File: config.mk
export PLATFORM = sky130hd
export DESIGN_NAME = mc_ctrl_fsm
export DESIGN_NICKNAME = d
export VERILOG_FILES = /design/src/rtl/mc_ctrl_fsm.sv
export SDC_FILE = /design/constraint.sdc
export NUM_CORES = 1
export LEC_CHECK = 0
export ABC_AREA = 1
export ABC_CLOCK_PERIOD_IN_PS = 5250
export CAP_MARGIN = 15
export CORE_MARGIN = 2
export CORE_UTILIZATION = 38
export DETAILED_ROUTE_END_ITERATION = 16
export HOLD_SLACK_MARGIN = 0.03
export PLACE_DENSITY = 0.86
export SLEW_MARGIN = 25
export SYNTH_ARGS = -nofsm -noshare
export SYNTH_HDL_FRONTEND = slang
export SYNTH_SLANG_ARGS = --single-unit
File: constraint.sdc
create_clock -name wb_clk -period 5.25 [get_ports wb_clk]
set_input_delay 1.575 -clock wb_clk [delete_from_list [all_inputs] [get_ports wb_clk]]
set_output_delay 1.575 -clock wb_clk [all_outputs]
set_load 0.01 [all_outputs]
File: src/rtl/mc_ctrl_fsm.sv
// mc_ctrl_fsm -- multicycle RV32I control FSM driving a Wishbone classic master.
// Sequences FETCH/DECODE/EXECUTE/MEM/WRITEBACK/BRANCH and halts in a sticky TRAP.
// Optional bus watchdog: define MC_CTRL_TIMEOUT_EN to enable it.
module mc_ctrl_fsm #(
    parameter int ADDR_W         = 32,
    parameter int TIMEOUT_CYCLES = 16
) (
    input  logic              wb_clk,
    input  logic              wb_rst,
    input  logic [6:0]        opcode,
    input  logic [2:0]        funct3,
    input  logic [ADDR_W-1:0] pc_i,
    input  logic [ADDR_W-1:0] alu_result,
    input  logic              alu_zero,
    input  logic              alu_lt,
    input  logic              alu_ltu,
    input  logic              wb_ack_i,
    input  logic              wb_err_i,
    output logic              wb_cyc_o,
    output logic              wb_stb_o,
    output logic              wb_we_o,
    output logic [ADDR_W-1:0] wb_adr_o,
    output logic [3:0]        wb_sel_o,
    output logic              pc_write,
    output logic              ir_write,
    output logic              pc_src,
    output logic              alu_src_a,
    output logic [1:0]        alu_src_b,
    output logic [1:0]        alu_op,
    output logic              reg_write,
    output logic [1:0]        wb_src,
    output logic [ADDR_W-1:0] alu_out_reg,
    output logic              trap_o,
    output logic [1:0]        trap_cause,
    output logic [2:0]        fsm_state
);

    typedef enum logic [2:0] {
        S_FETCH     = 3'd0,
        S_DECODE    = 3'd1,
        S_EXECUTE   = 3'd2,
        S_MEM       = 3'd3,
        S_WRITEBACK = 3'd4,
        S_BRANCH    = 3'd5,
        S_TRAP      = 3'd6
    } state_t;

    localparam logic [6:0] OP_R      = 7'b0110011;
    localparam logic [6:0] OP_IMM    = 7'b0010011;
    localparam logic [6:0] OP_LOAD   = 7'b0000011;
    localparam logic [6:0] OP_STORE  = 7'b0100011;
    localparam logic [6:0] OP_BRANCH = 7'b1100011;
    localparam logic [6:0] OP_JAL    = 7'b1101111;
    localparam logic [6:0] OP_JALR   = 7'b1100111;
    localparam logic [6:0] OP_LUI    = 7'b0110111;
    localparam logic [6:0] OP_AUIPC  = 7'b0010111;

    localparam logic [1:0] CAUSE_ILLEGAL  = 2'b00;
    localparam logic [1:0] CAUSE_BUS      = 2'b01;
    localparam logic [1:0] CAUSE_MISALIGN = 2'b10;
    localparam logic [1:0] CAUSE_TIMEOUT  = 2'b11;

    // Reject parameter values the address/sel logic and watchdog cannot handle.
    if (ADDR_W < 3 || TIMEOUT_CYCLES < 2) begin : g_param_check
        $error("mc_ctrl_fsm: ADDR_W must be >= 3 and TIMEOUT_CYCLES >= 2");
    end

    state_t            state_q;
    logic [ADDR_W-1:0] alu_out_q;
    logic [1:0]        trap_cause_q;

    // Instruction class decode (IR is stable from DECODE onwards).
    logic is_load, is_store, is_branch, is_jal, is_jalr, is_known;
    logic misaligned, ls_f3_ok, br_f3_ok, br_taken;
    logic bus_wait, wd_expired;

    assign is_load   = (opcode == OP_LOAD);
    assign is_store  = (opcode == OP_STORE);
    assign is_branch = (opcode == OP_BRANCH);
    assign is_jal    = (opcode == OP_JAL);
    assign is_jalr   = (opcode == OP_JALR);
    assign is_known  = is_load || is_store || is_branch || is_jal || is_jalr ||
                       (opcode == OP_R) || (opcode == OP_IMM) ||
                       (opcode == OP_LUI) || (opcode == OP_AUIPC);

    // funct3[1:0] encodes access size for both loads and stores.
    assign misaligned = ((funct3[1:0] == 2'b01) && alu_result[0]) ||
                        ((funct3[1:0] == 2'b10) && (alu_result[1:0] != 2'b00));
    assign ls_f3_ok   = is_load ? (funct3 inside {3'b000, 3'b001, 3'b010, 3'b100, 3'b101})
                                : (funct3 inside {3'b000, 3'b001, 3'b010});
    assign br_f3_ok   = (funct3[2:1] != 2'b01);

    // Branch condition: funct3[2:1] picks the flag, funct3[0] inverts it.
    always_comb begin
        case (funct3[2:1])
            2'b00:   br_taken = alu_zero ^ funct3[0];
            2'b10:   br_taken = alu_lt   ^ funct3[0];
            2'b11:   br_taken = alu_ltu  ^ funct3[0];
            default: br_taken = 1'b0;
        endcase
    end

    assign bus_wait = ((state_q == S_FETCH) || (state_q == S_MEM)) && !wb_ack_i && !wb_err_i;

`ifdef MC_CTRL_TIMEOUT_EN
    localparam int               WD_W    = $clog2(TIMEOUT_CYCLES + 1);
    localparam logic [WD_W-1:0]  WD_LAST = WD_W'(TIMEOUT_CYCLES - 1);
    logic [WD_W-1:0] wd_cnt_q;

    assign wd_expired = bus_wait && (wd_cnt_q == WD_LAST);

    // Watchdog counts consecutive bus-wait cycles; cleared whenever no wait is pending.
    always_ff @(posedge wb_clk) begin
        if (wb_rst || !bus_wait) begin
            wd_cnt_q <= '0;
        end else begin
            wd_cnt_q <= wd_cnt_q + 1'b1;
        end
    end
`else
    assign wd_expired = 1'b0;
`endif

    // State sequencing, ALU result capture and sticky trap cause.
    always_ff @(posedge wb_clk) begin
        if (wb_rst) begin
            state_q      <= S_FETCH;
            alu_out_q    <= '0;
            trap_cause_q <= CAUSE_ILLEGAL;
        end else begin
            case (state_q)
                S_FETCH, S_MEM: begin
                    if (wb_err_i) begin
                        state_q      <= S_TRAP;
                        trap_cause_q <= CAUSE_BUS;
                    end else if (wb_ack_i) begin
                        if (state_q == S_FETCH) state_q <= S_DECODE;
                        else if (is_load)       state_q <= S_WRITEBACK;
                        else                    state_q <= S_FETCH;
                    end else if (wd_expired) begin
                        state_q      <= S_TRAP;
                        trap_cause_q <= CAUSE_TIMEOUT;
                    end
                end
                S_DECODE: state_q <= S_EXECUTE;
                S_EXECUTE: begin
                    alu_out_q <= alu_result;
                    if (!is_known) begin
                        state_q      <= S_TRAP;
                        trap_cause_q <= CAUSE_ILLEGAL;
                    end else if (is_load || is_store) begin
                        if (misaligned) begin
                            state_q      <= S_TRAP;
                            trap_cause_q <= CAUSE_MISALIGN;
                        end else if (!ls_f3_ok) begin
                            state_q      <= S_TRAP;
                            trap_cause_q <= CAUSE_ILLEGAL;
                        end else begin
                            state_q <= S_MEM;
                        end
                    end else if (is_branch) begin
                        if (!br_f3_ok) begin
                            state_q      <= S_TRAP;
                            trap_cause_q <= CAUSE_ILLEGAL;
                        end else begin
                            state_q <= br_taken ? S_BRANCH : S_FETCH;
                        end
                    end else begin
                        state_q <= S_WRITEBACK;
                    end
                end
                S_WRITEBACK, S_BRANCH: state_q <= S_FETCH;
                default: state_q <= S_TRAP;
            endcase
        end
    end

    // Bus and datapath controls: decoded from state plus ack/err, all forced low in reset.
    always_comb begin
        wb_cyc_o  = 1'b0;
        wb_stb_o  = 1'b0;
        wb_we_o   = 1'b0;
        wb_adr_o  = '0;
        wb_sel_o  = 4'b0000;
        pc_write  = 1'b0;
        ir_write  = 1'b0;
        pc_src    = 1'b0;
        alu_src_a = 1'b0;
        alu_src_b = 2'b00;
        alu_op    = 2'b00;
        reg_write = 1'b0;
        wb_src    = 2'b00;
        trap_o    = 1'b0;
        if (!wb_rst) begin
            case (state_q)
                S_FETCH: begin
                    wb_cyc_o  = 1'b1;
                    wb_stb_o  = 1'b1;
                    wb_sel_o  = 4'b1111;
                    wb_adr_o  = pc_i;
                    alu_src_a = 1'b1;
                    alu_src_b = 2'b10;
                    ir_write  = wb_ack_i && !wb_err_i;
                    pc_write  = wb_ack_i && !wb_err_i;
                end
                S_EXECUTE: begin
                    case (opcode)
                        OP_R:      alu_op = 2'b10;
                        OP_IMM:    begin alu_src_b = 2'b01; alu_op = 2'b10; end
                        OP_LOAD, OP_STORE, OP_JALR: alu_src_b = 2'b01;
                        OP_BRANCH: alu_op = 2'b01;
                        OP_JAL, OP_AUIPC: begin alu_src_a = 1'b1; alu_src_b = 2'b01; end
                        OP_LUI:    begin alu_src_b = 2'b01; alu_op = 2'b11; end
                        default:   ;
                    endcase
                end
                S_MEM: begin
                    wb_cyc_o = 1'b1;
                    wb_stb_o = 1'b1;
                    wb_we_o  = is_store;
                    wb_adr_o = {alu_out_q[ADDR_W-1:2], 2'b00};
                    case (funct3[1:0])
                        2'b00:   wb_sel_o = 4'b0001 << alu_out_q[1:0];
                        2'b01:   wb_sel_o = alu_out_q[1] ? 4'b1100 : 4'b0011;
                        default: wb_sel_o = 4'b1111;
                    endcase
                end
                S_WRITEBACK: begin
                    reg_write = 1'b1;
                    if (is_load) begin
                        wb_src = 2'b01;
                    end else if (is_jal || is_jalr) begin
                        wb_src   = 2'b10;
                        pc_write = 1'b1;
                        pc_src   = 1'b1;
                    end
                end
                S_BRANCH: begin
                    alu_src_a = 1'b1;
                    alu_src_b = 2'b01;
                    pc_write  = 1'b1;
                end
                S_TRAP:  trap_o = 1'b1;
                default: ;
            endcase
        end
    end

    assign alu_out_reg = wb_rst ? '0 : alu_out_q;
    assign trap_cause  = wb_rst ? 2'b00 : trap_cause_q;
    assign fsm_state   = wb_rst ? 3'd0 : state_q;

endmodule

Word level (Yosys, flattened, before mapping):

Index checks and enable logic that the tools add are counted.
W data, S select, Z words.

* register bits after elaboration: 37
* logic and storage cells: 125
* output and inout port bits: 88
* input bits: 81

* multiplexer cells: 60
* bitwise gates (word level): 3
* reduce and logical (&&, ||, !) cells: 29
* shift-type cells: 1
* equal/unequal tests: 29

Operator list (count)
* $mux W32: 2
* $pmux W32 S2: 1
* $mux W3: 12
* $mux W2: 15
* $eq A7 B6 Y1 const B: 3
* $eq A7 B7 Y1 const B: 3
* $mux W1: 19
* $pmux W4 S2: 2
* $eq A3 B3 Y1 const B: 5
* $eq A7 B5 Y1 const B: 2
* $pmux W2 S3: 2
* $pmux W3 S4: 1
* $logic_or A1 B1 Y1: 10
* $reduce_or A2 Y1: 5
* $eq A3 B2 Y1 const B: 3
* $mux W4: 2
* $ne A4 B4 Y1 const B: 2
* $eq A7 B2 Y1 const B: 1
* $reduce_or A7 Y1: 1
* $eq A2 B2 Y1 const B: 3
* $eq A3 B1 Y1 const B: 2
* $logic_not A3 Y1: 2
* $pmux W1 S3: 2
* $ne A5 B5 Y1 const B: 1
* other kinds (14): 21

Logic depth before layout (Yosys ltp):

* depth in word-level cells: 11
* depth in mapped cells: 11
* gate-level depth less buffers: 11

Least setup slack after synthesis:

OpenSTA, ideal clock, no wires.

* path kind: input-to-output
* start point: input wb_rst
* end point: output wb_sel_o[2]
* data arrival time: 2.522 ns
* path buffers: 1
* required time: 3.675 ns
* stages on the path: 6
* setup slack: 1.153 ns
* cells stage by stage: buf_2 > nor2_1 > nand3_1 > inv_1 > o21ai_0 > o21ai_0

* longest elaborated chain between the ends: 1

Ends and longest elaborated chain
* from (decl): line 9 `input logic wb_rst,`
* $mux W4: line 194 `if (!wb_rst) begin`
* to (decl): line 23 `output logic [3:0] wb_sel_o,`

No other way between the ends.

Final worst setup path:

* start point: input opcode[2]
* end point: output alu_src_b[0]

* longest elaborated chain between the ends: 5
* elaborated cells between the ends (all ways): 11
* those cells by class: eq/ne: 7; mux: 3; reduce/logical: 1

Ends and longest elaborated chain
* from (decl): line 10 `input logic [6:0] opcode,`
* $eq A7 B2 Y1, or another cell as far along: line 207 `case (opcode)`
* $reduce_or A7 Y1 (no line) *
* $mux W1 *: line 207
* $pmux W2 S3 *: line 195 `case (state_q)`
* $mux W2 *: line 194
* to (decl): line 28 `output logic [1:0] alu_src_b,`

Mark *: on every way between the ends. The rest lies on a longest branch, timed or not.

==> impl_metrics.tcl <==
set metrics [dict create \
    synthCells 417 \
    cts_buffer_depth 2 \
    ant_nets 0 \
    fin_skew_ps 4.01 \
    postCtsHoldBufs 0 \
    insertion_delay_ps 280 \
    crit_type "input pin to output port" \
    critPathMaxFanout 5 \
    cts_tree "built" \
    cp-startpoint "opcode[2]" \
    synth_flop_cell "dfxtp_1" \
    grt_first_pass_wirelength_um 13800 \
    tns_ps 0 \
    synth_edf_count 0 \
    met3_length_um 517 \
    cts_resized 0 \
    synth_area_mm2 0.00243 \
    yosysUniqueCellTypes 26 \
    p_leak_nw 1.95 \
    ys_seq_elements 37 \
    firstDrtPassIters 4 \
    dieArea_mm2 0.00706 \
    critPathRequiredTime_ps 3680 \
    r2r-end "alu_out_q[4]" \
    reg2reg_depth 6 \
    fmax_mhz 196 \
    wl_per_cell_um 12.7 \
    arrival_ps 3520 \
    maxSlewHeadroom_pct 51.0 \
    synth_nets 498 \
    synthMuxAreaShare_pct 0 \
    dp_slack_ps 179 \
    antenna_cells 0 \
    tightest_slew_ps 735 \
    rsz0062_at_grt "no" \
    synthArstFlopShare_pct 0 \
    chipWidth_um 84.0 \
    drcViolationCount 0 \
    ir_drop_v 0.000196 \
    hold_path_class "flip-flop to flip-flop" \
    antenna_found_initial 0 \
    vias 3186 \
    ios 169 \
    wl_um 8330 \
    final-setup-viol-count 0 \
    clock-root-buffer "clkbuf_8" \
    layout.nets 660 \
    core_region_area_mm2 0.00628 \
    area_growth_pct 74.5 \
    cts_setup_buffers 0 \
    cts_buffers 5 \
    synth-simple-area-share_pct 36.5 \
    yosys_warnings 0 \
    ys_seq_area_share_pct 30.4 \
    fin_ws_ps 156 \
    hold_slack_ps 492 \
    synth_compound_area_share_pct 18.0 \
    drt_iter0_drc 127 \
    worstSetupEndpoint "alu_src_b[0]" \
    final_util_pct 67.7 \
    place.gp.congestion 0.885 \
    status "finished clean" \
    die_y_um 84.0 \
    r2r-start "state_q[0]" \
    drive_gt1_share_pct 6.21 \
    path_clk_slew_ps 70 \
    synthXorXnorAreaFrac_pct 0 \
    htree_levels 2 \
    maxCapViolCount 0 \
    min_period_ps 5090 \
    start_kind "input pin" \
    grt_max_degree 33 \
    route.met2.wl_um 4170 \
    drv_slew 0 \
    synthAdderAreaFrac_pct 0 \
    port_buffers 168 \
    grt_pass1_vias 3081 \
    top_layer "met4" \
    syn_area_per_cell_um2 5.84 \
    fin_crit_sh_pct 97.0 \
    met1_length_um 3480 \
    hpwlAfterDp_um 6700 \
    synth_top_family_by_area "simple AND/OR/NAND/NOR gates" \
    grt.total_usage_pct 23.4 \
    cts_sinks 37 \
    power.total_mw 1.49 \
    power.density_mw_per_mm2 350 \
    rrSetupSlack_ps 3480 \
    start_util_pct 38.8 \
    vias_per_cell 4.85 \
    hold_violations 0 \
    overflow 0 \
    row_count 29 \
    fill_cells 550 \
    critical_path.endpoint_type "output port" \
]
==> cell usage in the layout, fill, tap and decap left out, types with 3 or more instances in the layout <==
cell type	netlist	routed
inv_2	4	4
nand3_1	14	14
inv_1	60	60
clkbuf_8	0	5
buf_4	6	5
o21ai_0	41	41
a21oi_1	39	39
a31oi_1	3	3
nor3_1	3	3
nand2_1	101	101
nor2_1	70	70
nor3_2	3	3
dfxtp_1	37	37
nor2_2	6	6
clkdlybuf4s50_1	0	168
nand2_2	7	7
==> kinds of logic (layout without fill, tap and decap cells) <==
kind of cell           after synthesis  count (layout)
buffers and inverters               84             247
AO/OA/AOI/OAI                       86              86
AND/OR/NAND/NOR                    210             210
flip-flops                          37              37
==> sequential cells by signal (all words and copies together), names as in the netlist <==
name	flops
alu_out_q	32
state_q	3
trap_cause_q	2
==> through the flow <==
stage,cells,cell area [um2]
2_1_floorplan,417,2430
3_3_place_gp,649,4170
3_5_place_dp,649,4170
4_1_cts,657,4250
5_1_grt,657,4250
6_report,657,4250
==> final cells by class <==
class	count	area, um2	share of cell area, %
Clock inverter	1	7.51	0.177
Multi-Input combinational cell	296	1330	31.3
Timing Repair Buffer	175	1760	41.4
Inverter	64	240	5.65
Tap cell	77	96.3	2.27
Clock buffer	7	76.3	1.80
Sequential cell	37	741	17.4
==> worst max-delay path, stage by stage <==
cell and delay (ps):
clkdlybuf4s50_1 470, inv_2 100, nand2_1 90, nor2_4 150, nand2_2 100, nand2_2 110
nor2_2 60, nand4_1 80, nand2_1 50, a21oi_1 190, clkdlybuf4s50_1 570
==> layer usage <==
layer  vias to the layer above  global-route usage, %
met2                       126                   41.9
li1                       1620                      -
met4                         0                   6.30
met5                         -                      0
met3                        15                   4.06
met1                      1425                   28.5
==> worst min path at each step <==
stage / from / endpoint / slack [ps] / cells past startpoint
2_1_floorplan: trap_cause_q[0] / trap_cause_q[0] / 450 / 2
3_3_place_gp: trap_cause_q[1] / trap_cause_q[1] / 470 / 2
3_5_place_dp: trap_cause_q[0] / trap_cause_q[0] / 480 / 2
4_1_cts: trap_cause_q[0] / trap_cause_q[0] / 490 / 2
5_1_grt: alu_out_q[30] / alu_out_q[30] / 520 / 2
6_report: trap_cause_q[0] / trap_cause_q[0] / 490 / 2
==> report_power, final <==
group          switching, mW  internal [mW]  leakage, nW
registers             0.0425          0.389        0.305
clock network         0.0939         0.0939       0.0385
logic                  0.450          0.419         1.61
total                  0.586          0.902         1.95
==> Yosys cell counts (2+ instances only) <==
cell	instances	area [um2]
nand2_1	101	379
nor2_1	70	263
inv_1	60	225
o21ai_0	41	205
a21oi_1	39	195
dfxtp_1	37	741
nand3_1	14	70.1
nand2_2	7	43.8
buf_4	6	45.0
nor2_2	6	37.5
clkbuf_1	4	15.0
inv_2	4	15.0
a31oi_1	3	18.8
buf_1	3	11.3
buf_2	3	15.0
buf_6	3	33.8
nor3_1	3	15.0
nor3_2	3	30.0
nand4_1	2	12.5
nor2_4	2	22.5
Power figures use the tool's default switching activity.
